--- src/rtl/branch_predictor.sv ---
// 2-bit saturating-counter branch history table: combinational lookup in ID,
// resolution and training in EX, plus branch / mispredict performance counters.
module branch_predictor #(
   parameter int IDX_W = 4,
   parameter int XLEN  = 32
) (
   input  logic            clk,
   input  logic            rst,
   input  logic            ID_Branch_i,
   input  logic [XLEN-1:0] ID_PC_i,
   input  logic [XLEN-1:0] ID_Target_i,
   output logic            ID_PredTaken_o,
   output logic [XLEN-1:0] ID_PredTarget_o,
   input  logic            WriteEX_i,
   input  logic            FlushEX_i,
   input  logic            WriteMEM_i,
   input  logic            EX_Taken_i,
   output logic            EX_WrongPredict_o,
   output logic [XLEN-1:0] EX_RecoverPC_o,
   output logic [31:0]     BrCnt_o,
   output logic [31:0]     MissCnt_o
);

   localparam int DEPTH = 1 << IDX_W;

   logic [1:0]       r_bht [DEPTH];

   logic             r_ex_valid;
   logic             r_ex_pred;
   logic [IDX_W-1:0] r_ex_idx;
   logic [XLEN-1:0]  r_ex_pcplus4;
   logic [XLEN-1:0]  r_ex_target;

   logic [31:0]      r_br_cnt;
   logic [31:0]      r_miss_cnt;

   logic [IDX_W-1:0] w_id_idx;
   logic [1:0]       w_ex_ctr;
   logic [1:0]       w_ex_ctr_next;
   logic             w_retire;
   logic             w_wrong;

   // ID lookup reads the table array directly, so a same-cycle EX update
   // to the same entry is seen only on the following cycle.
   assign w_id_idx        = ID_PC_i[IDX_W+1:2];
   assign ID_PredTaken_o  = ID_Branch_i & r_bht[w_id_idx][1];
   assign ID_PredTarget_o = ID_Target_i;

   assign w_wrong           = r_ex_valid & (r_ex_pred ^ EX_Taken_i);
   assign EX_WrongPredict_o = w_wrong;
   assign EX_RecoverPC_o    = EX_Taken_i ? r_ex_target : r_ex_pcplus4;

   // A branch trains and counts only on the edge it leaves EX.
   assign w_retire = r_ex_valid & WriteMEM_i;
   assign w_ex_ctr = r_bht[r_ex_idx];

   always_comb begin
      w_ex_ctr_next = w_ex_ctr;
      if (EX_Taken_i) begin
         if (w_ex_ctr != 2'b11) w_ex_ctr_next = w_ex_ctr + 2'b01;
      end else begin
         if (w_ex_ctr != 2'b00) w_ex_ctr_next = w_ex_ctr - 2'b01;
      end
   end

   always_ff @(posedge clk) begin
      if (rst) begin
         for (int i = 0; i < DEPTH; i++) r_bht[i] <= 2'b01;
      end else if (w_retire) begin
         r_bht[r_ex_idx] <= w_ex_ctr_next;
      end
   end

   always_ff @(posedge clk) begin
      if (rst) begin
         r_ex_valid   <= 1'b0;
         r_ex_pred    <= 1'b0;
         r_ex_idx     <= '0;
         r_ex_pcplus4 <= '0;
         r_ex_target  <= '0;
      end else if (FlushEX_i) begin
         r_ex_valid <= 1'b0;
      end else if (WriteEX_i) begin
         r_ex_valid   <= ID_Branch_i;
         r_ex_pred    <= ID_PredTaken_o;
         r_ex_idx     <= w_id_idx;
         r_ex_pcplus4 <= ID_PC_i + XLEN'(4);
         r_ex_target  <= ID_Target_i;
      end
   end

   // Performance counters stick at all-ones instead of wrapping.
   always_ff @(posedge clk) begin
      if (rst) begin
         r_br_cnt   <= '0;
         r_miss_cnt <= '0;
      end else if (w_retire) begin
         if (r_br_cnt != 32'hFFFF_FFFF) r_br_cnt <= r_br_cnt + 32'd1;
         if (w_wrong && (r_miss_cnt != 32'hFFFF_FFFF)) r_miss_cnt <= r_miss_cnt + 32'd1;
      end
   end

   assign BrCnt_o   = r_br_cnt;
   assign MissCnt_o = r_miss_cnt;

endmodule

--- config.mk ---
export PLATFORM = sky130hd
export DESIGN_NAME = branch_predictor
export DESIGN_NICKNAME = d
export VERILOG_FILES = /design/src/rtl/branch_predictor.sv
export SDC_FILE = /design/constraint.sdc
export NUM_CORES = 1
export LEC_CHECK = 0
export BUFFER_PORTS_ARGS = -buffer_cell sky130_fd_sc_hd__buf_2
export CORE_MARGIN = 2
export CORE_UTILIZATION = 59
export CTS_CLUSTER_DIAMETER = 120
export DETAILED_ROUTE_END_ITERATION = 8
export PLACE_DENSITY = 0.95
export SKIP_CTS_REPAIR_TIMING = 1
export SYNTH_ARGS = -nofsm -noshare
export SYNTH_HDL_FRONTEND = slang
export SYNTH_SLANG_ARGS = --single-unit
--- constraint.sdc ---
create_clock -name clk -period 3.8 [get_ports clk]
set_input_delay 0.38 -clock clk [delete_from_list [all_inputs] [get_ports clk]]
set_output_delay 0.38 -clock clk [all_outputs]
set_load 0.05 [all_outputs]
# ---- After elaboration in Yosys (flattened, before gate mapping)
# Memories as Yosys holds them, arrays and structs flattened. A register that Yosys moved wholly into a read port is not among the register bits.
# Index checks and enable logic that the tools add are counted.
dict set report classes {
  add_sub_neg 5
  mul 0
  div_mod_pow 0
  order_cmp 0
  n_eq_ne 3
  shifts 0
  n_mux 14
  n_bitwise 5
  reduce_logical 7
}
# cell n
set ops {}
lappend ops {{adder 32 x 1 -> 32 bit, second input constant} 2}
lappend ops {{inequality test 32 bit, second input constant} 2}
lappend ops {{adder 32 x 3 -> 32 bit, second input constant} 1}
lappend ops {{two-way mux 32 bit} 1}
lappend ops {{two-way mux 4 bit} 3}
lappend ops {{two-way mux 2 bit} 4}
lappend ops {{two-way mux 1 bit} 6}
lappend ops {{AND reduction 2 bit} 3}
lappend ops {{OR reduction 2 bit} 2}
lappend ops {{AND 1 bit} 3}
lappend ops {{adder 2 x 1 -> 2 bit, second input constant} 1}
lappend ops {{inequality test 2 bit, second input constant} 1}
lappend ops {{nonzero test 2 bit} 1}
lappend ops {{subtractor 2 x 1 -> 2 bit, second input constant} 1}
lappend ops {{logical AND 1 bit} 1}
lappend ops {{NOT 1 bit} 1}
lappend ops {{XOR 1 bit} 1}
dict set report totals {
  regBits 134
  latch_bits 0
  ramBits 32
  mem_bits_ro 0
  in_bits 71
  wordCells 42
  n_memories 1
}
# memory words width rd rd_clocked_by_memory_dff write_ports line_no
set mem_list {}
lappend mem_list {r_bht 16 2 2 1 16 26} ;# logic [1:0] r_bht [DEPTH];

# ---- Logic depth before layout (Yosys ltp)
dict set report depth {
  word_depth 6
  ltp_mapped 9
}

# ---- Worst setup path after synthesis
# Ideal clock, no wire load.
dict set report synth_path {
  path_type {register -> register}
  startpoint {reg r_br_cnt[0], in the netlist BrCnt_o[0]}
  endpoint {reg r_br_cnt[1], in the netlist BrCnt_o[1]}
  setup_time_ns 0.128
  t_arrival_ns 2.403
  t_required_ns 3.672
  slack_ns 1.269
  stages_incl_launch_ff 10
  synth_period_minus_slack_ns 2.531
  path_cell_list {dfxtp_1 > ha_1 > inv_1 > or4_1 > buf_2 > o31ai_4 > buf_4 > buf_6 > mux2i_1 > nor2_1}
}
dict set report synth_via {
  elab_chain_len 2
  elab_cells_between_ends 3
}
# element line_no
set synth_rtl {}
lappend synth_rtl {{start, declared} 34} ;# logic [31:0] r_br_cnt;
lappend synth_rtl {{start signal, assigned} 98} ;# if (r_br_cnt != 32'hFFFF_FFFF) r_br_cnt <= r_br_cnt + 32'd1;
lappend synth_rtl {{parallel branches: the longest is 2 deep, another holds adder 32 x 1 -> 32 bit} -}
# Several ways; the timed one is not identified.
# A chain may end at the register's enable or synchronous reset.

==> metrics <==
Fill cells=just over 1000; Routed wire per std cell=17.09 um; initial DRC count=839; hold_sp=FlushEX_i; number of synthesis warnings=0; clock insertion delay at the later pin of the skew report=around 0.43 ns; largest net degree at the start of global routing=90; TritonCTS clock tree=done; setup ws final=1.041 ns; area of the multi-input gates=4384 sq um; Die Span Y=125.0 um; grt ovf=0; Post-Place Cells=1269; predominant post-synthesis flop cell=dfxtp_1; Final HPWL DP=14.95 mm; mean post-synth cell area=between 8 and 9 sq um; Largest delay share family, worst path=flip-flops; Syn Inst Count=approximately 970; vias in the first global route=around 7300; leakage power=around 0.0038 uW; period utilization=72.60%; Die W=125.0 um; Fin. Hold Viols=0; Crit path arrival time=roughly 2.9 ns; clk sinks=170; Starting Density=59.85%; final cell count without fillers=1299; fraction of registers with async set/reset=0%; Slew Viols, Final=0; Critical Path, Cell by Cell=mux4_2, a22oi_1, and3_1, maj3_1, nand3_1; sequential area share after synthesis=approximately 43%; Fmax=362.5 MHz; Critical Path RT=about 4 ns; CTS Buf Count=17; net count reported at finish=1178; row count=44; status=finished, final reports clean; DRC=0; number of synthesized register bits=170; post-synth net total=1047; clk buf depth=2; ANT nets after route=0; Pre-antenna DRT Iters=8; slew margin rel.=34.11%; Setup CP Type=reg -> reg; final RePlAce weighted congestion=0.9483; power consumption=3991 uW; Core Region=14420 sq um; Clock transition at path regs=0.07 ns; Buf/Inv on CP=0; Post-Syn Area=8633 sq um; number of synthesized flops with an enable pin=32; share of layout cells above drive strength 1=26.91%; vias per cell=6.099; MaxCap Viol Count=0; IO Pins=about 200; r2r setup slk=around 1.0 ns; RSZ-0062 raised after global routing=false; R2R cell count=5; Area Growth Syn to Fin=15.35%; pwr dens=400.7 nW/um^2; hold path depth=2; Worst Hold End=r_ex_valid; total die area=about 16000 sq um; Worst path slowest cell=dfxtp_1; H-tree levels=4; Routed Wire Length=22.20 mm; Setup Total Neg Slack=0 ns; pre-CTS WS=1.132 ns; PortBufs=200; worst hold-check path type=in -> reg; clock skew=0.008012 ns; worst r2r dst=r_bht[11][0]; crit end category=flip-flop; initial antenna violation count=0; overall routing resource usage=approximately 28%; CTS root buf=clkbuf_16; Worst VDD drop=roughly 360 uV; Least-Margin Pin Slew=0.9884 ns; antenna cell count=0; max incr delay on CP=0.65 ns; first-pass GRT wire length=35.82 mm; Setup crit start kind=flip-flop; DR vias=7923; FF+latch area=3724 sq um; Tmin final=2.759 ns; crit path max fanout=16; post-synth cell types=52; Final setup viols=0
[cells in the mapped netlist, drive strengths merged, types with 16 or more instances]
library cell	instances	area share, %
a211oi	25	2.2
a21oi	79	4.6
buf	52	3.9
clkbuf	40	1.7
dfxtp	138	32
edfxtp	32	11
mux2	36	4.7
nand2	135	5.9
nand3	38	2.2
nand4	26	2.1
nor2	79	3.4
nor3	20	1.2
nor4	16	1.2
o21ai	34	2.0
or3	33	2.4
xnor2	31	3.1
[layout by cell type (no fill, tap or decap), drive strengths merged, types with 3 or more instances in the layout]
cell	instances
o21ai	34
a21oi	79
dfxtp	138
mux2i	5
nor3	20
o31ai	11
and3	8
a311oi	4
and2	6
nand3b	3
ha	3
a211oi	25
and4	12
nor4	16
o211ai	3
nand2b	14
inv	15
or2	9
or4	14
xor2	14
nor2	79
nand2	135
nand4	26
mux2	36
or3	33
clkinv	6
xnor2	31
buf	204
clkbuf	21
nor2b	15
mux4	12
edfxtp	32
nand3	38
[worst max path at each step]
stage / slack [ns] / depth (start not counted) / from / to
2_1_floorplan: 1.27 / 9 / BrCnt_o[0] / BrCnt_o[1]
5_1_grt: 0.91 / 5 / flip-flop / r_bht[10][0]
6_report: 1.04 / 5 / flip-flop / r_bht[11][0]
3_5_place_dp: 1.13 / 5 / flip-flop / r_bht[3][0]
4_1_cts: 1.08 / 5 / flip-flop / r_bht[3][0]
3_3_place_gp: 1.21 / 6 / BrCnt_o[0] / BrCnt_o[9]
[power by group]
part / switching, uW / internal, uW
Sequential: 35.4 / 1880
Combinational: 341 / 148
Clock: 711 / 873
[routing by layer]
layer | up-vias | global-route usage [%] | wire length (um)
li1 | 3709 | - | -
met1 | 3744 | 34.36 | 8583
met2 | 395 | 46.61 | 11010
met3 | 75 | 6.846 | 1883
met4 | 0 | 11.05 | 717
met5 | - | 0 | 0
[cells by family (layout without fill, tap and decap cells)]
group	count (synthesis)	count (layout)	share of synthesized area, %
mux	53	53	8.449
flops	170	170	43.13
buf+inv	104	246	6.203
fa+ha+maj	5	5	0.6667
xor+xnor	45	45	4.565
simple gates	432	432	25.35
compound gates	164	164	11.64
[per-stage QoR]
stage	utilization [%]	hold slack [ns]	area, sq um
4_1_cts	69.04	0.1742	9958
3_5_place_dp	65.37	0.4464	9429
3_3_place_gp	65.37	0.4382	9429
2_1_floorplan	-	0.4329	8633
6_report	69.04	0.1889	9958
5_1_grt	69.04	0.1797	9958
[cell type report]
| class | instances | area share, % |
|---|---|---|
| multi-input cells | 699 | 44.03 |
| flip-flops and latches | 170 | 37.39 |
| repair buffers | 204 | 10.50 |
| clock buffers | 21 | 4.636 |
| well taps | 184 | 2.312 |
| clock inverters | 9 | 0.6785 |
| inverters | 12 | 0.4523 |
[state kept, by name (all words and copies together) (netlist names), named ones only]
| name | flops |
|---|---|
| r_ex_pred | 1 |
| r_ex_target | 32 |
| BrCnt_o | 32 |
| MissCnt_o | 32 |
| r_bht | 32 |
| r_ex_idx | 4 |
| r_ex_pcplus4 | 32 |
| r_ex_valid | 1 |
(Power assumes the default switching activity.)
